$ cat config.mk
export PLATFORM = sky130hd
export DESIGN_NAME = bcd_sequencer_flat
export DESIGN_NICKNAME = d
export VERILOG_FILES = /design/src/rtl/bcd_sequencer_if.sv /design/src/rtl/bcd_sequencer.sv /design/src/flat_wrapper.sv
export SDC_FILE = /design/constraint.sdc
export NUM_CORES = 1
export LEC_CHECK = 0
export BUFFER_PORTS_ARGS = -buffer_cell sky130_fd_sc_hd__buf_4
export CAP_MARGIN = 20
export CORE_ASPECT_RATIO = 0.7
export CORE_UTILIZATION = 46
export CTS_CLUSTER_DIAMETER = 80
export CTS_CLUSTER_SIZE = 14
export DETAILED_ROUTE_END_ITERATION = 8
export PLACE_DENSITY = 0.75
export SYNTH_ARGS = -nofsm -noshare
export SYNTH_HDL_FRONTEND = slang
export SYNTH_SLANG_ARGS = --single-unit
$ cat constraint.sdc
create_clock -name clk -period 1.8 [get_ports clk]
set_input_delay 0.09 -clock clk [delete_from_list [all_inputs] [get_ports clk]]
set_output_delay 0.09 -clock clk [all_outputs]
set_load 0.1 [all_outputs]
$ cat src/rtl/bcd_sequencer_if.sv
// bcd_sequencer_if: handshake between the BCD sequencer and an external divide-by-10 unit.
//   div_start      one-cycle request pulse; qualifies div_value
//   div_value      14-bit dividend
//   div_quotient   10-bit quotient returned by the divider
//   div_remainder  4-bit remainder returned by the divider, 0..9
//   div_ready      divider result valid
// master: the sequencer side. slave: the divider side.
interface bcd_sequencer_if;
  logic        div_start;
  logic [13:0] div_value;
  logic [9:0]  div_quotient;
  logic [3:0]  div_remainder;
  logic        div_ready;

  modport master (
    output div_start,
    output div_value,
    input  div_quotient,
    input  div_remainder,
    input  div_ready
  );

  modport slave (
    input  div_start,
    input  div_value,
    output div_quotient,
    output div_remainder,
    output div_ready
  );
endinterface

$ cat src/rtl/bcd_sequencer.sv
// bcd_sequencer: converts a 14-bit binary value (0..9999) to four BCD digits by issuing four
// successive requests to an external divide-by-10 unit and collecting the remainders.
// Out-of-range values (>9999) finish immediately with 9999 and overflow set.
//   clk       clock, rising edge
//   rst       synchronous active-high reset
//   start     conversion request, only honoured in IDLE
//   value     14-bit operand
//   busy      high from the cycle after an accepted start through the DONE cycle
//   done      one-cycle completion pulse; bcd/blank/overflow are valid in that cycle
//   bcd       four BCD digits, [15:12] thousands .. [3:0] units
//   blank     leading-zero mask, bit i set means digit i is blanked
//   overflow  last accepted value was >9999
//   div       divider handshake (master side)
module bcd_sequencer (
  input  logic                   clk,
  input  logic                   rst,
  input  logic                   start,
  input  logic [13:0]            value,
  output logic                   busy,
  output logic                   done,
  output logic [15:0]            bcd,
  output logic [3:0]             blank,
  output logic                   overflow,
  bcd_sequencer_if.master        div
);

  localparam logic [2:0] StIdle  = 3'd0;
  localparam logic [2:0] StIssue = 3'd1;
  localparam logic [2:0] StGuard = 3'd2;
  localparam logic [2:0] StWait  = 3'd3;
  localparam logic [2:0] StDone  = 3'd4;

  localparam logic [13:0] MaxValue = 14'd9999;

  logic [2:0]       state_q, state_d;
  logic [13:0]      operand_q, operand_d;
  logic [1:0]       index_q, index_d;
  logic [3:0][3:0]  digits_q, digits_d;
  logic [15:0]      bcd_q, bcd_d;
  logic [3:0]       blank_q, blank_d;
  logic             overflow_q, overflow_d;

  always_comb begin
    state_d    = state_q;
    operand_d  = operand_q;
    index_d    = index_q;
    digits_d   = digits_q;
    bcd_d      = bcd_q;
    blank_d    = blank_q;
    overflow_d = overflow_q;

    unique case (state_q)
      StIdle: begin
        if (start) begin
          if (value <= MaxValue) begin
            operand_d = value;
            index_d   = 2'd0;
            state_d   = StIssue;
          end else begin
            // Saturate: result registers load on entry to DONE so they are valid with done.
            bcd_d      = 16'h9999;
            blank_d    = 4'b0000;
            overflow_d = 1'b1;
            state_d    = StDone;
          end
        end
      end
      StIssue: state_d = StGuard;
      // One dead cycle so a ready left over from the previous request is never taken.
      StGuard: state_d = StWait;
      StWait: begin
        if (div.div_ready) begin
          digits_d[index_q] = div.div_remainder;
          operand_d         = {4'b0000, div.div_quotient};
          if (index_q == 2'd3) begin
            // Thousands digit arrives now; build the result straight from it.
            bcd_d      = {div.div_remainder, digits_q[2], digits_q[1], digits_q[0]};
            blank_d[3] = (div.div_remainder == 4'd0);
            blank_d[2] = (div.div_remainder == 4'd0) && (digits_q[2] == 4'd0);
            blank_d[1] = (div.div_remainder == 4'd0) && (digits_q[2] == 4'd0) &&
                         (digits_q[1] == 4'd0);
            blank_d[0] = 1'b0;
            overflow_d = 1'b0;
            state_d    = StDone;
          end else begin
            index_d = index_q + 2'd1;
            state_d = StIssue;
          end
        end
      end
      StDone:  state_d = StIdle;
      default: state_d = StIdle;
    endcase
  end

  always_ff @(posedge clk) begin
    if (rst) begin
      state_q    <= StIdle;
      operand_q  <= '0;
      index_q    <= '0;
      digits_q   <= '0;
      bcd_q      <= '0;
      blank_q    <= 4'b1110;
      overflow_q <= 1'b0;
    end else begin
      state_q    <= state_d;
      operand_q  <= operand_d;
      index_q    <= index_d;
      digits_q   <= digits_d;
      bcd_q      <= bcd_d;
      blank_q    <= blank_d;
      overflow_q <= overflow_d;
    end
  end

  assign busy          = (state_q != StIdle);
  assign done          = (state_q == StDone);
  assign bcd           = bcd_q;
  assign blank         = blank_q;
  assign overflow      = overflow_q;
  assign div.div_start = (state_q == StIssue);
  assign div.div_value = operand_q;

endmodule

$ cat src/flat_wrapper.sv
// flat-port wrapper written by rule: the top's interface ports become plain ports
module bcd_sequencer_flat 
  (clk, rst, start, value, busy, done, bcd, blank, overflow, div_div_start, div_div_value, div_div_quotient, div_div_remainder, div_div_ready);
  bcd_sequencer_if div_i ();
  input  logic clk;
  input  logic rst;
  input  logic start;
  input  logic [13:0] value;
  output logic busy;
  output logic done;
  output logic [15:0] bcd;
  output logic [3:0] blank;
  output logic overflow;
  output wire logic [$bits(div_i.div_start)-1:0] div_div_start;
  output wire logic [$bits(div_i.div_value)-1:0] div_div_value;
  input wire logic [$bits(div_i.div_quotient)-1:0] div_div_quotient;
  input wire logic [$bits(div_i.div_remainder)-1:0] div_div_remainder;
  input wire logic [$bits(div_i.div_ready)-1:0] div_div_ready;
  assign div_div_start = div_i.div_start;
  assign div_div_value = div_i.div_value;
  assign div_i.div_quotient = div_div_quotient;
  assign div_i.div_remainder = div_div_remainder;
  assign div_i.div_ready = div_div_ready;
  bcd_sequencer u_core (.clk(clk), .rst(rst), .start(start), .value(value), .busy(busy), .done(done), .bcd(bcd), .blank(blank), .overflow(overflow), .div(div_i));
endmodule
# --- Word-level counts from Yosys, hierarchy flattened ---
# Cells that the tools add are included.
word_totals:
  regBits: 56
  inputBits: 32
  out_inout_bits: 38
classes:
  add_sub_neg: 1
  magnitude_cmp: 3
  n_eq_ne: 11
  muxes: 32
  n_reduce_logical: 14
ops:
  columns: ["operator", "count"]
  rows:
  - ["$mux 16", 4]
  - ["$mux 14", 3]
  - ["$pmux 16 s2", 1]
  - ["$pmux 14 s2", 1]
  - ["$mux 4", 5]
  - ["$bwmux 16", 1]
  - ["$le 14x14->1 const B", 1]
  - ["$logic_not 4->1", 3]
  - ["$mux 3", 4]
  - ["$pmux 3 s4", 1]
  - ["$reduce_and 5->1", 2]
  - ["$demux 4 s2", 1]
  - ["$mux 2", 4]
  - ["$ne 2x2->1 const B", 4]
  - ["$pmux 4 s2", 1]
  - ["$eq 3x2->1 const B", 2]
  - ["$mux 1", 4]
  - ["$ne 2x1->1 const B", 2]
  - ["$pmux 2 s2", 1]
  - ["$reduce_and 2->1", 2]
  - ["$reduce_and 4->1", 1]
  - ["$eq 3x1->1 const B", 1]
  - ["$eq 3x3->1 const B", 1]
  - ["$logic_and 1x1->1", 3]
  - ["other kinds (8)", 8]

# --- Depth between registers and ports, before layout ---
logic_depth:
  word_depth: 6
  ltp_mapped: 8

# --- Least setup slack after synthesis ---
# Ideal clock, no wire load.
synth_timing:
  kind: "reg2out"
  start: "register u_core.state_q[0]"
  end: "output div_div_start"
  t_arrival_ns: 2.210
  required_time_ns: 1.710
  slack_ns: -0.500
  path_stages_with_launch: 5
  path_cell_list: "dfxtp_1 -> buf_2 -> nor2b_1 -> clkbuf_1 -> nor2b_1"
synth_between:
  elab_chain_cells: 1
synth_rtl:
  columns: ["item", "line_no", "source"]
  rows:
  - ["start: declaration", "bcd_sequencer.sv:35", "logic [2:0] state_q, state_d;"]
  - ["start signal: assignment", "bcd_sequencer.sv:98", "state_q <= StIdle;"]
  - ["start signal: assignment", "bcd_sequencer.sv:106", "state_q <= state_d;"]
  - ["$eq 3x1->1", "bcd_sequencer.sv:121", "assign div.div_start = (state_q == StIssue);"]
  - ["end: declaration", "flat_wrapper.sv:14", "output wire logic [$bits(div_i.div_start)-1:0] div_div_start;"]
# Every way passes these cells.

# --- Final worst setup path ---
layout_timing:
  start: "register u_core.state_q[0]"
  end: "register u_core.operand_q[2] (netlist: u_core.div.div_value[2])"
layout_between:
  elab_chain_cells: 3
  elab_cells_between_ends: 8
  classes_between: "eq/ne (4); mux (1); reduce/logical (3)"
layout_rtl:
  columns: ["item", "line_no", "source"]
  rows:
  - ["$eq 3x2->1 or $logic_not 3->1 (tied branches)", "bcd_sequencer.sv:52", "unique case (state_q)"]
  - ["$ne 2x2->1 (no line) (tied with other cells)", null, null]
  - ["$reduce_and 4->1 (no line)", null, null]
  - ["end signal: assignment", "bcd_sequencer.sv:107", "operand_q <= operand_d;"]
  - ["end: declaration", "bcd_sequencer.sv:36", "logic [13:0] operand_q, operand_d;"]
# Parallel ways exist; a longest one is shown, timed or not.
# A chain may end at the register's enable or synchronous reset.

==> impl_metrics.yaml <==
synthesis:
  avgSynthCellArea_um2: 8.29
  ys_warn_count: 0
  synth_top_area_share_pct: 43.1
  synth.most_common_cell: "dfxtp_1"
  synth_seq_cells: 51
  yosys.area.top_type: "dfxtp_1"
  syn_area_um2: 2370
  synthFlopType: "dfxtp_1"
  synth.area.top_cells: "dfxtp_1 43%, a21oi_1 9.9%, mux2i_1 4.6%"
  syn-num-nets: 322
  synth_edf_count: 0
  yosysSeqAreaShare_pct: 43.1
  synthArstFlopShare_pct: 0
  synthTopCellsByCount: "51 x dfxtp_1, 47 x a21oi_1, 25 x nand2_1, 21 x o21ai_0, 17 x clkbuf_1"
  synth.distinct_cells: 41
  syn_inst: 286
detailed_routing:
  ant_nets: 0
  num_vias: 2358
  drcViolationCount: 0
  dr.pass1.iters: 4
  drtIter0Drc: 138
  viasPerCell: 5.55
  wl_um: 6780
  wire_per_inst_um: 16.0
global_routing:
  antenna_found_initial: 0
  grt_pass1_vias: 2189
  grt_max_degree: 53
  grt_use_total_pct: 26.0
  grt_pass1_wl_um: 10700
  grt_overflow: 0
clocking:
  cts_tree: "yes"
  clk_pin_slew_worst_paths_ps: 100
  cts_buffer_depth: 2
  clockRootBuffer: "clkbuf_8"
  cts_sinks: 51
  cts_inserted_buffers: 5
  cts_setup_buffers: 0
  holdBufCountCts: 0
  clk-insertion-delay-late_ps: 320
  cts_htree_levels: 2
sta:
  setup_violations: 0
  worstMarginPinSlew_ps: 563
  period_share_pct: 96.1
  fmax_mhz: 578
  fin_ws_ps: 69.4
  hold_viol_final: 0
  fin_skew_ps: 10.8
  slew_headroom_pct: 62.4
  post-route-min-period_ps: 1730
  slew_viol_final: 0
place:
  gp_congestion: 0.815
  post-dp-hpwl_um: 4710
  dpl_cell_area_um2: 3030
  place_ws_ps: -7.98
  portBuffers: 68
setup_path:
  path_class: "flop to flop"
  cp.required_ps: 2050
  crit_path_start_kind: "flop"
  critPathMaxFanout: 14
  worstSetupEndpointType: "flop"
  reg2reg_depth: 6
  critical_path_arrival_ps: 1980
final_layout:
  nNetsFinal: 391
  area_growth_pct: 35.0
  final_area_um2: 3200
  diodes: 0
  drive_gt1_share_pct: 32.0
die:
  core_region_area_um2: 4860
  fp.dieH_um: 62.1
  die_area_um2: 5450
  initial_core_util_pct: 48.8
  die_x_um: 87.8
  rows: 21
  ios: 70
run_status:
  status: "finished, final reports clean"
power_and_ir_drop:
  ir_worst_vdd_uv: 561
  p_leak_uw: 0.00125
  power.density_nw_per_um2: 953
job:
  drv_cap: 0
min_path:
  whs_path_depth: 2
  min_path_type: "primary input to flop"
-- metal layers --
metal | vias up | GRT usage, % | part of all wire, %
met5 | - | 0 | 0
met4 | 0 | 11.7 | 1.5
met3 | 10 | 4.62 | 5.1
met2 | 81 | 37.7 | 42
met1 | 1093 | 38.0 | 51
li1 | 1174 | - | -
-- registers in the layout, indices dropped and copies added (netlist names) --
signal                count
u_core.overflow           1
u_core.index_q            2
u_core.div.div_value     14
u_core.blank              3
u_core.state_q            3
u_core.digits_q          12
u_core.bcd               16
-- power by group --
part | total [µW] | switching (µW) | internal (µW)
logic | 1130 | 813 | 319
clock network | 674 | 400 | 274
registers | 1240 | 44.2 | 1200
-- layout make-up --
cell class              instances  area (µm²)
multi-input cells             202        1250
flip-flops and latches         51        1020
well taps                      69        86.3
fillers                       428        1660
inverters                       4        15.0
clock inverters                 3        18.8
clock buffers                   5        68.8
repair buffers                 91         738
-- metrics by stage --
stage               util [%]  TNS (ps)  hold slack, ps  power, µW  std cells
global placement        62.4         0             332       2320        416
detailed placement      62.4     -7.98             337       2350        416
finish                  65.8         0            8.01       3050        425
floorplan                  -         0             198       2050        286
global route            65.8     -60.9            26.1       3170        425
CTS                     64.2         0            8.00       3000        424
-- timing repair --
| action | 4_1_cts | 5_1_grt |
|---|---|---|
| hold endpoints to repair | 0 | 0 |
| gates cloned | 0 | 1 |
| gates resized for setup | 1 | 11 |
| pin swaps | 0 | 2 |
| endpoints found under the setup margin | 1 | 23 |
-- layout by cell type, fill, tap and decap left out, drive strengths merged --
cell type	Yosys	final
dfxtp	51	51
a311oi	2	2
nand3	13	13
or3	15	15
a211oi	2	2
clkinv	0	2
a31oi	1	1
a21oi	48	48
or4	2	2
ha	4	4
and4	1	1
a211o	3	3
or3b	1	1
o21ai	23	23
or2	1	1
nor4	11	11
buf	11	90
o21a	1	1
o32ai	2	2
and4b	1	1
conb	1	1
clkbuf	18	6
nor4b	1	1
nand2	25	25
mux2i	11	11
nor3	9	9
nor2b	2	2
nand3b	1	1
nand4	9	9
nor2	8	8
nor3b	1	1
a21o	1	1
inv	4	5
and3b	2	2
-- critical path, cell delays in order, from the launching register on --
cell and delay (ps):
dfxtp_1 340, buf_4 170, nor4b_4 300, o32ai_4 160
clkbuf_16 200, or3_1 340, a21oi_1 170
-- logic make-up after synthesis --
group | count (synthesis) | share of synthesized area [%]
DFF | 51 | 43.1
adders and majority gates | 4 | 2.11
muxes | 11 | 4.65
other | 1 | 0.158
buffers and inverters | 33 | 6.60
and+or+nand+nor | 103 | 23.6
AOI/OAI and AO/OA | 83 | 19.8
-- worst paths after layout --
path | endpoint | slack (ps) | from
max | u_core.div.div_value[2] | 70 | u_core.state_q[0]
min | u_core.state_q[1] | 8 | div_div_ready
max reg2reg | u_core.div.div_value[2] | 70 | u_core.state_q[0]
min reg2reg | u_core.digits_q[0] | 470 | u_core.digits_q[0]
Note: power is estimated with default switching activity, not from simulation.
